--- config.mk ---
export PLATFORM = sky130hd
export DESIGN_NAME = if_stage
export DESIGN_NICKNAME = d
export VERILOG_FILES = /design/src/rtl/if_stage.sv
export SDC_FILE = /design/constraint.sdc
export NUM_CORES = 1
export LEC_CHECK = 0
export CORE_MARGIN = 4
export CORE_UTILIZATION = 25
export CTS_CLUSTER_SIZE = 25
export DETAILED_ROUTE_END_ITERATION = 12
export GPL_TIMING_DRIVEN = 0
export HOLD_SLACK_MARGIN = 0.03
export PLACE_DENSITY = 0.5
export SYNTH_ARGS = -nofsm -noshare
export SYNTH_HDL_FRONTEND = slang
export SYNTH_SLANG_ARGS = --single-unit
--- constraint.sdc ---
create_clock -name clk -period 4.31 [get_ports clk]
set_input_delay 0.862 -clock clk [delete_from_list [all_inputs] [get_ports clk]]
set_output_delay 0.862 -clock clk [all_outputs]
set_load 0.02 [all_outputs]
--- src/rtl/if_stage.sv ---
// ============================================================================
// Module   : if_stage
// Purpose  : Next-PC selection and IF/ID pipeline latch with fetch checking.
// Revision : 1.0
// ============================================================================
`default_nettype none

module if_stage #(
   parameter logic [31:0] PC_RESET = 32'h0000_3000,
   parameter logic [31:0] IM_BASE  = 32'h0000_3000,
   parameter logic [31:0] IM_TOP   = 32'h0000_6FFF
) (
   input  logic        clk,
   input  logic        reset,
   input  logic [31:0] pc,
   input  logic [31:0] instr_f,
   input  logic        stall,
   input  logic        flush,
   input  logic        br_taken,
   input  logic        jump,
   input  logic        jr,
   input  logic [15:0] imm16,
   input  logic [25:0] index26,
   input  logic [31:0] rs_val,
   output logic [31:0] npc,
   output logic [31:0] instr_d,
   output logic [31:0] pc_d,
   output logic [31:0] pc8_d,
   output logic        valid_d,
   output logic        adel_d,
   output logic [31:0] fetch_count
);

   localparam logic [31:0] c_count_max = 32'hFFFF_FFFF;

   logic [31:0] r_instr_d;
   logic [31:0] r_pc_d;
   logic [31:0] r_pc8_d;
   logic        r_valid_d;
   logic        r_adel_d;
   logic [31:0] r_fetch_count;

   logic [31:0] w_pc_plus4;
   logic [31:0] w_pc_plus8;
   logic [31:0] w_pcd_plus4;
   logic [31:0] w_br_target;
   logic [31:0] w_jump_target;
   logic        w_fault;
   logic [31:0] w_npc;

   assign w_pc_plus4    = pc + 32'd4;
   assign w_pc_plus8    = pc + 32'd8;
   // Redirect targets are relative to the D-stage instruction, not the delay slot at pc.
   assign w_pcd_plus4   = r_pc_d + 32'd4;
   assign w_br_target   = w_pcd_plus4 + {{14{imm16[15]}}, imm16, 2'b00};
   assign w_jump_target = {w_pcd_plus4[31:28], index26, 2'b00};

   assign w_fault = (pc[1:0] != 2'b00) | (pc < IM_BASE) | (pc > IM_TOP);

   always_comb begin
      w_npc = w_pc_plus4;
      if (stall) begin
         w_npc = pc;
      end else if (jr) begin
         w_npc = rs_val;
      end else if (jump) begin
         w_npc = w_jump_target;
      end else if (br_taken) begin
         w_npc = w_br_target;
      end
   end

   always_ff @(posedge clk or negedge reset) begin
      if (!reset) begin
         r_instr_d     <= 32'd0;
         r_pc_d        <= PC_RESET;
         r_pc8_d       <= PC_RESET + 32'd8;
         r_valid_d     <= 1'b0;
         r_adel_d      <= 1'b0;
         r_fetch_count <= 32'd0;
      end else if (flush) begin
         r_instr_d <= 32'd0;
         r_pc_d    <= pc;
         r_pc8_d   <= w_pc_plus8;
         r_valid_d <= 1'b0;
         r_adel_d  <= 1'b0;
      end else if (!stall) begin
         // A faulting fetch becomes a NOP carrying the address-error tag.
         r_instr_d <= w_fault ? 32'd0 : instr_f;
         r_pc_d    <= pc;
         r_pc8_d   <= w_pc_plus8;
         r_valid_d <= 1'b1;
         r_adel_d  <= w_fault;
         if (r_fetch_count != c_count_max) begin
            r_fetch_count <= r_fetch_count + 32'd1;
         end
      end
   end

   assign npc         = w_npc;
   assign instr_d     = r_instr_d;
   assign pc_d        = r_pc_d;
   assign pc8_d       = r_pc8_d;
   assign valid_d     = r_valid_d;
   assign adel_d      = r_adel_d;
   assign fetch_count = r_fetch_count;

endmodule

`default_nettype wire

==> qor.txt, run 1 <==
DRC viols - 0
Failing checks - negative setup slack
Final period utilization - 114.7%
Lkg Pwr - 5.908 nW
Routed via count - 9841
I/O Buffers - 283
GRT Overall Usage - 20.93%
Die Ht - 199.4 um
RSZ-0062 raised after global routing - yes
Post-route ant nets - 0
Yosys reg bits - 127
Max-slew violations - 0
Place WS - -1.705 ns
First-pass GRT wire length - 62.46 mm
Asr flop ratio synth - 100.0%
Synth Instances - 1054
Die width - 199.4 um
Core Area - 35830 um2
Area leader, netlist - dfrtp_1
Finish-stage setup viols - 16
First DRT Iteration DRCs - 696
Post-synth top flop - dfrtp_1
Area Overhead vs Synth - 58.69%
Layout cells sized above 1 - 24.22%
Worst-skew pair later-pin latency - 0.44 ns
Layout Skew - 0.01023 ns
GRT overflow - 0
Clk sinks - 127
Crit end category - output port
Max-cap viol count - 0
Final Hold Vio Count - 0
Final critical path time including I/O delays and setup - 4.942 ns
Pin count of the biggest net entering global routing - 71
Yosys warning total - 0
Initial antenna violation count - 9
Fmax - 202.4 MHz
Root Buffer - clkbuf_16
CTS Buf Count - 17
Clock buffer depth - 2
Placer Congestion - 0.8979
Mean Syn Cell Area - 8.685 um2
Sequential-to-total area share from yosys stat - 34.79%
Row Count - 69
Slew @ Worst Pin - 0.9123 ns
Synth area leaders - dfrtp_1 (33%), xnor2_1 (7.5%), xor2_1 (5.4%)
WL/cell - 23.02 um
Pwr dens - 305.6 nW/um2
Die area - 39740 um2
Vias in the first global route - 9867
WS Path Type - reg2out
Relative slew slack - 38.71%
Worst setup slack after layout - -0.6317 ns
CTS H-tree depth - 4
Area occupied by multi-input gates - 6405 um2
DR pass1 iterations - 5
Filler instances - 3596
Worst hold path class - in2async
Vias per cell - 5.182
Syn Std Cell Area - 9154 um2
Post-synthesis cell type count - 72
Status - complete, but fails checks
Post-Route WL - 43.71 mm
Clock tree from TritonCTS - built
Required time worst endpoint - 3.45 ns
CP Launch Type - flop
Clk pin slew, worst setup/hold paths - 0.07 ns
Post-synth EDFFs - 0
Nets@finish - 1608
Layout Utilization - 40.54%
FF+latch area - 3196 um2
Area share of the largest cell type after synthesis - 33.35%
Post-Syn Nets - 1238
DP HPWL - 32.85 mm
Initial Utilization - 25.55%
WP data arrival - 4.08 ns
Peak VDD IR - 0.2696 mV
CP Max Fanout - 4
IO Count - 307
==> flip-flops by register name, summed over array words and instances, names as in the netlist <==
| register | flops |
|---|---|
| adel_d | 1 |
| pc_d | 32 |
| fetch_count | 32 |
| instr_d | 32 |
| valid_d | 1 |
| pc8_d | 29 |
==> where the power goes <==
| part | total (mW) | internal [mW] | switching, mW | leakage [nW] |
|---|---|---|---|---|
| clock | 1.47 | 0.784 | 0.681 | 0.283 |
| sequential | 1.36 | 1.27 | 0.0875 | 1.61 |
| combinational | 1.61 | 0.738 | 0.876 | 4.01 |
| total | 4.44 | 2.80 | 1.64 | 5.91 |
==> cell type report <==
type                            count  share of cell area (%)
Antenna cell                        1                 0.01723
Buffer                             70                   2.369
Clock buffer                       18                   3.023
Clock inverter                     14                  0.9216
Inverter                           18                  0.4737
Multi-Input combinational cell    836                   44.09
Sequential cell                   127                   22.00
Tap cell                          461                   3.971
Timing Repair Buffer              354                   23.14
==> cell usage in the layout (no fill, tap or decap), types with 16 or more instances in the layout <==
master	synthesis	layout
a21oi_1	66	42
xnor2_1	78	69
ha_1	38	26
a22o_1	33	33
nand3_1	38	29
clkdlybuf4s50_1	0	250
buf_2	13	16
nor2_1	72	65
a21o_1	19	19
dfrtp_1	122	113
a21oi_2	0	19
clkbuf_1	49	34
o21ai_0	71	57
mux2_2	34	33
nand2_1	129	120
clkbuf_16	0	17
xor2_1	56	52
nand4_1	30	30
buf_4	4	79
==> repair_timing <==
action,4_1_cts,5_1_grt
pin swaps,55,82
resized for setup,226,124
hold buffers,0,0
setup endpoints to repair,29,30
hold endpoints to repair,0,0
setup buffers,47,24
==> stage by stage <==
step	hold WS [ns]	TNS [ns]	cells	instance area (um2)	power (mW)
2_1_floorplan	0.5098	-0.01176	1054	9171	2.078
3_3_place_gp	0.4638	-431.52	1798	12580	2.708
3_5_place_dp	0.4736	-29.11	1799	12610	2.709
4_1_cts	0.4194	-5.909	1875	13870	4.324
5_1_grt	0.4401	-8.910	1898	14520	4.643
6_report	0.4116	-5.735	1899	14530	4.440
==> final timing paths <==
check,from,end,slack [ns],depth (start not counted)
setup / recovery,pc_d[8]$_DFFE_PN0P_,npc[27],-0.63,18
hold / removal,reset,fetch_count[10]$_DFFE_PN0P_,0.41,1
setup reg to reg,fetch_count[6]$_DFFE_PN0P_,fetch_count[25]$_DFFE_PN0P_,1.75,10
hold reg to reg,pc8_d[13]$_DFFE_PN1P_,pc8_d[13]$_DFFE_PN1P_,0.48,2
max in group asynchronous,reset,pc8_d[31]$_DFFE_PN0P_,3.10,2
min in group clk,pc8_d[13]$_DFFE_PN1P_,pc8_d[13]$_DFFE_PN1P_,0.48,2
==> synth_stat cells (5+ instances only) <==
| master | n |
|---|---|
| o21ai_0 | 71 |
| a211oi_1 | 8 |
| o21bai_1 | 6 |
| buf_2 | 13 |
| inv_1 | 16 |
| and4_1 | 7 |
| nor4_1 | 10 |
| mux2i_1 | 7 |
| a22o_1 | 33 |
| o31ai_1 | 7 |
| xor2_1 | 56 |
| buf_1 | 7 |
| a21o_1 | 19 |
| clkbuf_1 | 49 |
| a21oi_1 | 66 |
| nand4_1 | 30 |
| nor3_1 | 18 |
| and3_1 | 12 |
| nor2b_1 | 5 |
| nor2_1 | 72 |
| o22ai_1 | 15 |
| ha_1 | 38 |
| nand3_1 | 38 |
| and2_1 | 5 |
| dfrtp_1 | 122 |
| xnor2_1 | 78 |
| mux2_2 | 34 |
| nand2_1 | 129 |
| dfstp_2 | 5 |
==> worst max-delay path: stages (launching register included) <==
cell and delay, ns:
dfrtp_2 0.42, nand4_4 0.13, nor4_4 0.32, buf_4 0.18, and2b_4 0.22, nand3_4 0.11, xnor2_4 0.21, ha_4 0.31
nand3_4 0.10, nor4_4 0.24, nand2_2 0.10, a31oi_4 0.23, buf_4 0.16, o21a_1 0.12, a21oi_2 0.08, xor2_1 0.18
a221oi_2 0.24, a21o_1 0.14, buf_4 0.15
==> logic make-up after synthesis <==
| kind of cell | count (synthesis) | share of synthesized area [%] |
|---|---|---|
| AO/OA/AOI/OAI | 272 | 19.34 |
| XOR/XNOR | 134 | 12.82 |
| adder cells (fa/ha/maj) | 39 | 5.413 |
| buffers and inverters | 91 | 4.073 |
| flip-flops | 127 | 34.79 |
| multiplexers | 41 | 4.948 |
| AND/OR/NAND/NOR | 350 | 18.62 |
==> routing by layer <==
metal / wire, um / track usage [%] / part of all wire [%] / vias up
met5: 88 / 0 / 0.20 / -
met4: 983 / 5.736 / 2.2 / 16
met3: 4111 / 7.065 / 9.4 / 71
met2: 20350 / 33.62 / 47 / 411
met1: 18170 / 27.04 / 42 / 4821
li1: - / - / - / 4522
Note: power is estimated with default switching activity, not from simulation.
==> run 2: changes to the inputs <==
--- a/config.mk
+++ b/config.mk
@@ -11,7 +11,8 @@
 export DETAILED_ROUTE_END_ITERATION = 12
 export GPL_TIMING_DRIVEN = 0
 export HOLD_SLACK_MARGIN = 0.03
-export PLACE_DENSITY = 0.5
+export PLACE_DENSITY = 0.48
+export SETUP_SLACK_MARGIN = 0.5
 export SYNTH_ARGS = -nofsm -noshare
 export SYNTH_HDL_FRONTEND = slang
 export SYNTH_SLANG_ARGS = --single-unit
==> constraint.sdc (replaced) <==
create_clock -name clk -period 4.9 [get_ports clk]
set_input_delay 0.98 -clock clk [delete_from_list [all_inputs] [get_ports clk]]
set_output_delay 0.98 -clock clk [all_outputs]
set_load 0.02 [all_outputs]
==> run 2 against run 1 <==
- the run still ends with negative setup slack left
- global-route usage grew 0.30 points
- clock power shrank 6%
- worst setup slack gained 0.44 ns
- critical path depth shrank 2
- die area is the same
- largest cell class unchanged
- highest routed layer unchanged
==> qor.txt, run 2 (same netlist as run 1, synthesis figures left out) <==
Comb pwr share - 36.0%
Most common cell after layout, fill and taps aside - clkdlybuf4s50_1
Row Count - 69
DRC viols - 0
Critical path, cell by cell - and4_4 > nand4_1 > and2b_4 > nand3_2 > xnor2_2 > ha_1 > a21o_1 > a21o_1 > a21oi_4 > o2111ai_2 > a21oi_2 > nor2_1 > xor2_1 > nor2_1 > o31ai_2 > buf_4
Vias in the first global route - 9978
Lkg Pwr - 6.061 nW
GRT overflow - 0
Switch Pwr - 1.395 mW
Clk pin slew, worst setup/hold paths - 0.06 ns
Post-route cell area - 14820 um2
Cts hold-fix bufs - 0
First DRT Iteration DRCs - 632
Initial Utilization - 25.55%
DP HPWL - 32.82 mm
Worst hold path class - reg2reg
WP data arrival - 4.11 ns
Die area - 39740 um2
Worst-skew pair later-pin latency - 0.44 ns
Max-cap viol count - 0
Routed via count - 9699
IO Count - 307
Final critical path time including I/O delays and setup - 5.091 ns
Die width - 199.4 um
Flop pwr share - 29.8%
Layout Utilization - 41.36%
Required time worst endpoint - 3.92 ns
RSZ-0062 raised after global routing - yes
Nets@finish - 1616
CP Max Fanout - 3
Final period utilization - 103.9%
Post-route ant nets - 0
Failing checks - negative setup slack
Peak VDD IR - 0.2352 mV
CP Launch Type - flop
Slowest cell delay on critical path - 0.56 ns
CTS H-tree depth - 4
Most frequent cells in the layout - clkdlybuf4s50_1 (245), nand2_1 (119), dfrtp_1 (113)
Placed Area - 12620 um2
I/O Buffers - 283
Status - complete, but fails checks
DR pass1 iterations - 5
Setup TNS - -0.7063 ns
Fmax - 196.4 MHz
Slew @ Worst Pin - 0.8715 ns
Placed insts - 1799
WS Path Type - reg2out
Layout Skew - 0.007797 ns
Die Ht - 199.4 um
Initial antenna violation count - 10
Finish-stage setup viols - 7
Area Overhead vs Synth - 61.88%
Clock tree from TritonCTS - built
Crit end category - output port
Clock buffer depth - 2
Layout cells sized above 1 - 26.09%
WL/cell - 22.88 um
Worst setup slack after layout - -0.1906 ns
P_int - 2.635 mW
Clock Power Share - 34.2%
Pwr dens - 272.0 nW/um2
First-pass GRT wire length - 63.27 mm
CTS Buf Count - 17
Post-Route WL - 43.68 mm
Root Buffer - clkbuf_16
Non-filler cells, final - 1909
Relative slew slack - 41.90%
Clk sinks - 127
Pin count of the biggest net entering global routing - 68
Placer Congestion - 0.8984
Core Area - 35830 um2
Vias per cell - 5.081
Final Hold Vio Count - 0
Switching Fraction - 34.62%
Max-slew violations - 0
Worst path slowest cell - dfstp_2
GRT Overall Usage - 21.23%
==> run 2: changes by cell type in the layout (fill, tap and decap cells not counted), moves of 5 or more <==
| cell | previous run | this run |
|---|---|---|
| clkbuf_8 | 2 | 7 |
| clkbuf_4 | 2 | 7 |
| o21ai_2 | 7 | 12 |
| inv_8 | 5 | 0 |
| ha_1 | 26 | 21 |
| clkdlybuf4s50_1 | 250 | 245 |
==> run 2: metal layers <==
layer,up-vias,routed length [um],track usage (%)
li1,4535,-,-
met1,4732,18740,27.39
met2,353,20420,34.17
met3,65,3516,6.913
met4,14,904,6.138
met5,-,97,0
==> run 2: path summary, 6_finish.rpt <==
check                                           start                     endpoint  slack (ns)  cells past startpoint
max                              pc_d[12]$_DFFE_PN1P_                      npc[24]       -0.19                     16
min                              pc8_d[3]$_DFFE_PN1P_         pc8_d[3]$_DFFE_PN1P_        0.48                      2
max reg2reg                fetch_count[6]$_DFFE_PN0P_  fetch_count[20]$_DFFE_PN0P_        2.35                      9
min reg2reg                      pc8_d[3]$_DFFE_PN1P_         pc8_d[3]$_DFFE_PN1P_        0.48                      2
max in group asynchronous                       reset         pc_d[28]$_DFFE_PN0P_        3.55                      2
min in group asynchronous                       reset  fetch_count[14]$_DFFE_PN0P_        0.54                      1
==> run 2: cell type report <==
| type | instances | area, um2 |
|---|---|---|
| clock inverters | 12 | 157.7 |
| fillers | 3608 | 21010 |
| well taps | 461 | 576.8 |
| multi-input cells | 836 | 6541 |
| diodes | 3 | 7.507 |
| clock buffers | 20 | 466.7 |
| plain buffers | 73 | 382.9 |
| repair buffers | 359 | 3416 |
| inverters | 18 | 73.82 |
| flip-flops and latches | 127 | 3196 |
==> run 2: what timing repair did <==
item                       4_1_cts  5_1_grt
pin swaps                       79       57
resized for setup              300      106
setup buffers                   58       16
setup endpoints to repair       32       30
==> run 2: power groups by stage <==
stage	Combinational, mW	Sequential, mW	Clock (mW)
final	1.45	1.20	1.38
after global routing	1.55	1.21	1.46
after CTS	1.34	1.20	1.41
after detailed placement	1.17	1.22	0
after global placement	1.17	1.22	0
after floorplan	0.547	1.28	0
==> run 2: worst max-delay path: cells and delay by family (launching register included) <==
family / cells / cell delay (ns)
AOI/OAI and AO/OA: 6 / 1.18
and+or+nand+nor: 6 / 1.00
DFF: 1 / 0.56
xor gates and xnor gates: 2 / 0.44
adders and majority gates: 1 / 0.29
buffers and inverters: 1 / 0.19
==> run 2: stage by stage <==
stage / power (mW) / hold WS [ns] / setup WS, ns
final: 4.030 / 0.4846 / -0.1906
after global routing: 4.218 / 0.5077 / -0.3077
after CTS: 3.956 / 0.4877 / -0.2281
after detailed placement: 2.385 / 0.4733 / -1.346
after global placement: 2.382 / 0.4651 / -3.305
after floorplan: 1.830 / 0.5098 / 0.5012
==> run 3: changes to the inputs <==
--- a/config.mk
+++ b/config.mk
@@ -7,7 +7,7 @@
 export LEC_CHECK = 0
 export CORE_MARGIN = 4
 export CORE_UTILIZATION = 25
-export CTS_CLUSTER_SIZE = 25
+export CTS_CLUSTER_SIZE = 28
 export DETAILED_ROUTE_END_ITERATION = 12
 export GPL_TIMING_DRIVEN = 0
 export HOLD_SLACK_MARGIN = 0.03
==> results of run 3 <==
Same layout as run 2: the final DEF is identical, and so are final timing and power.
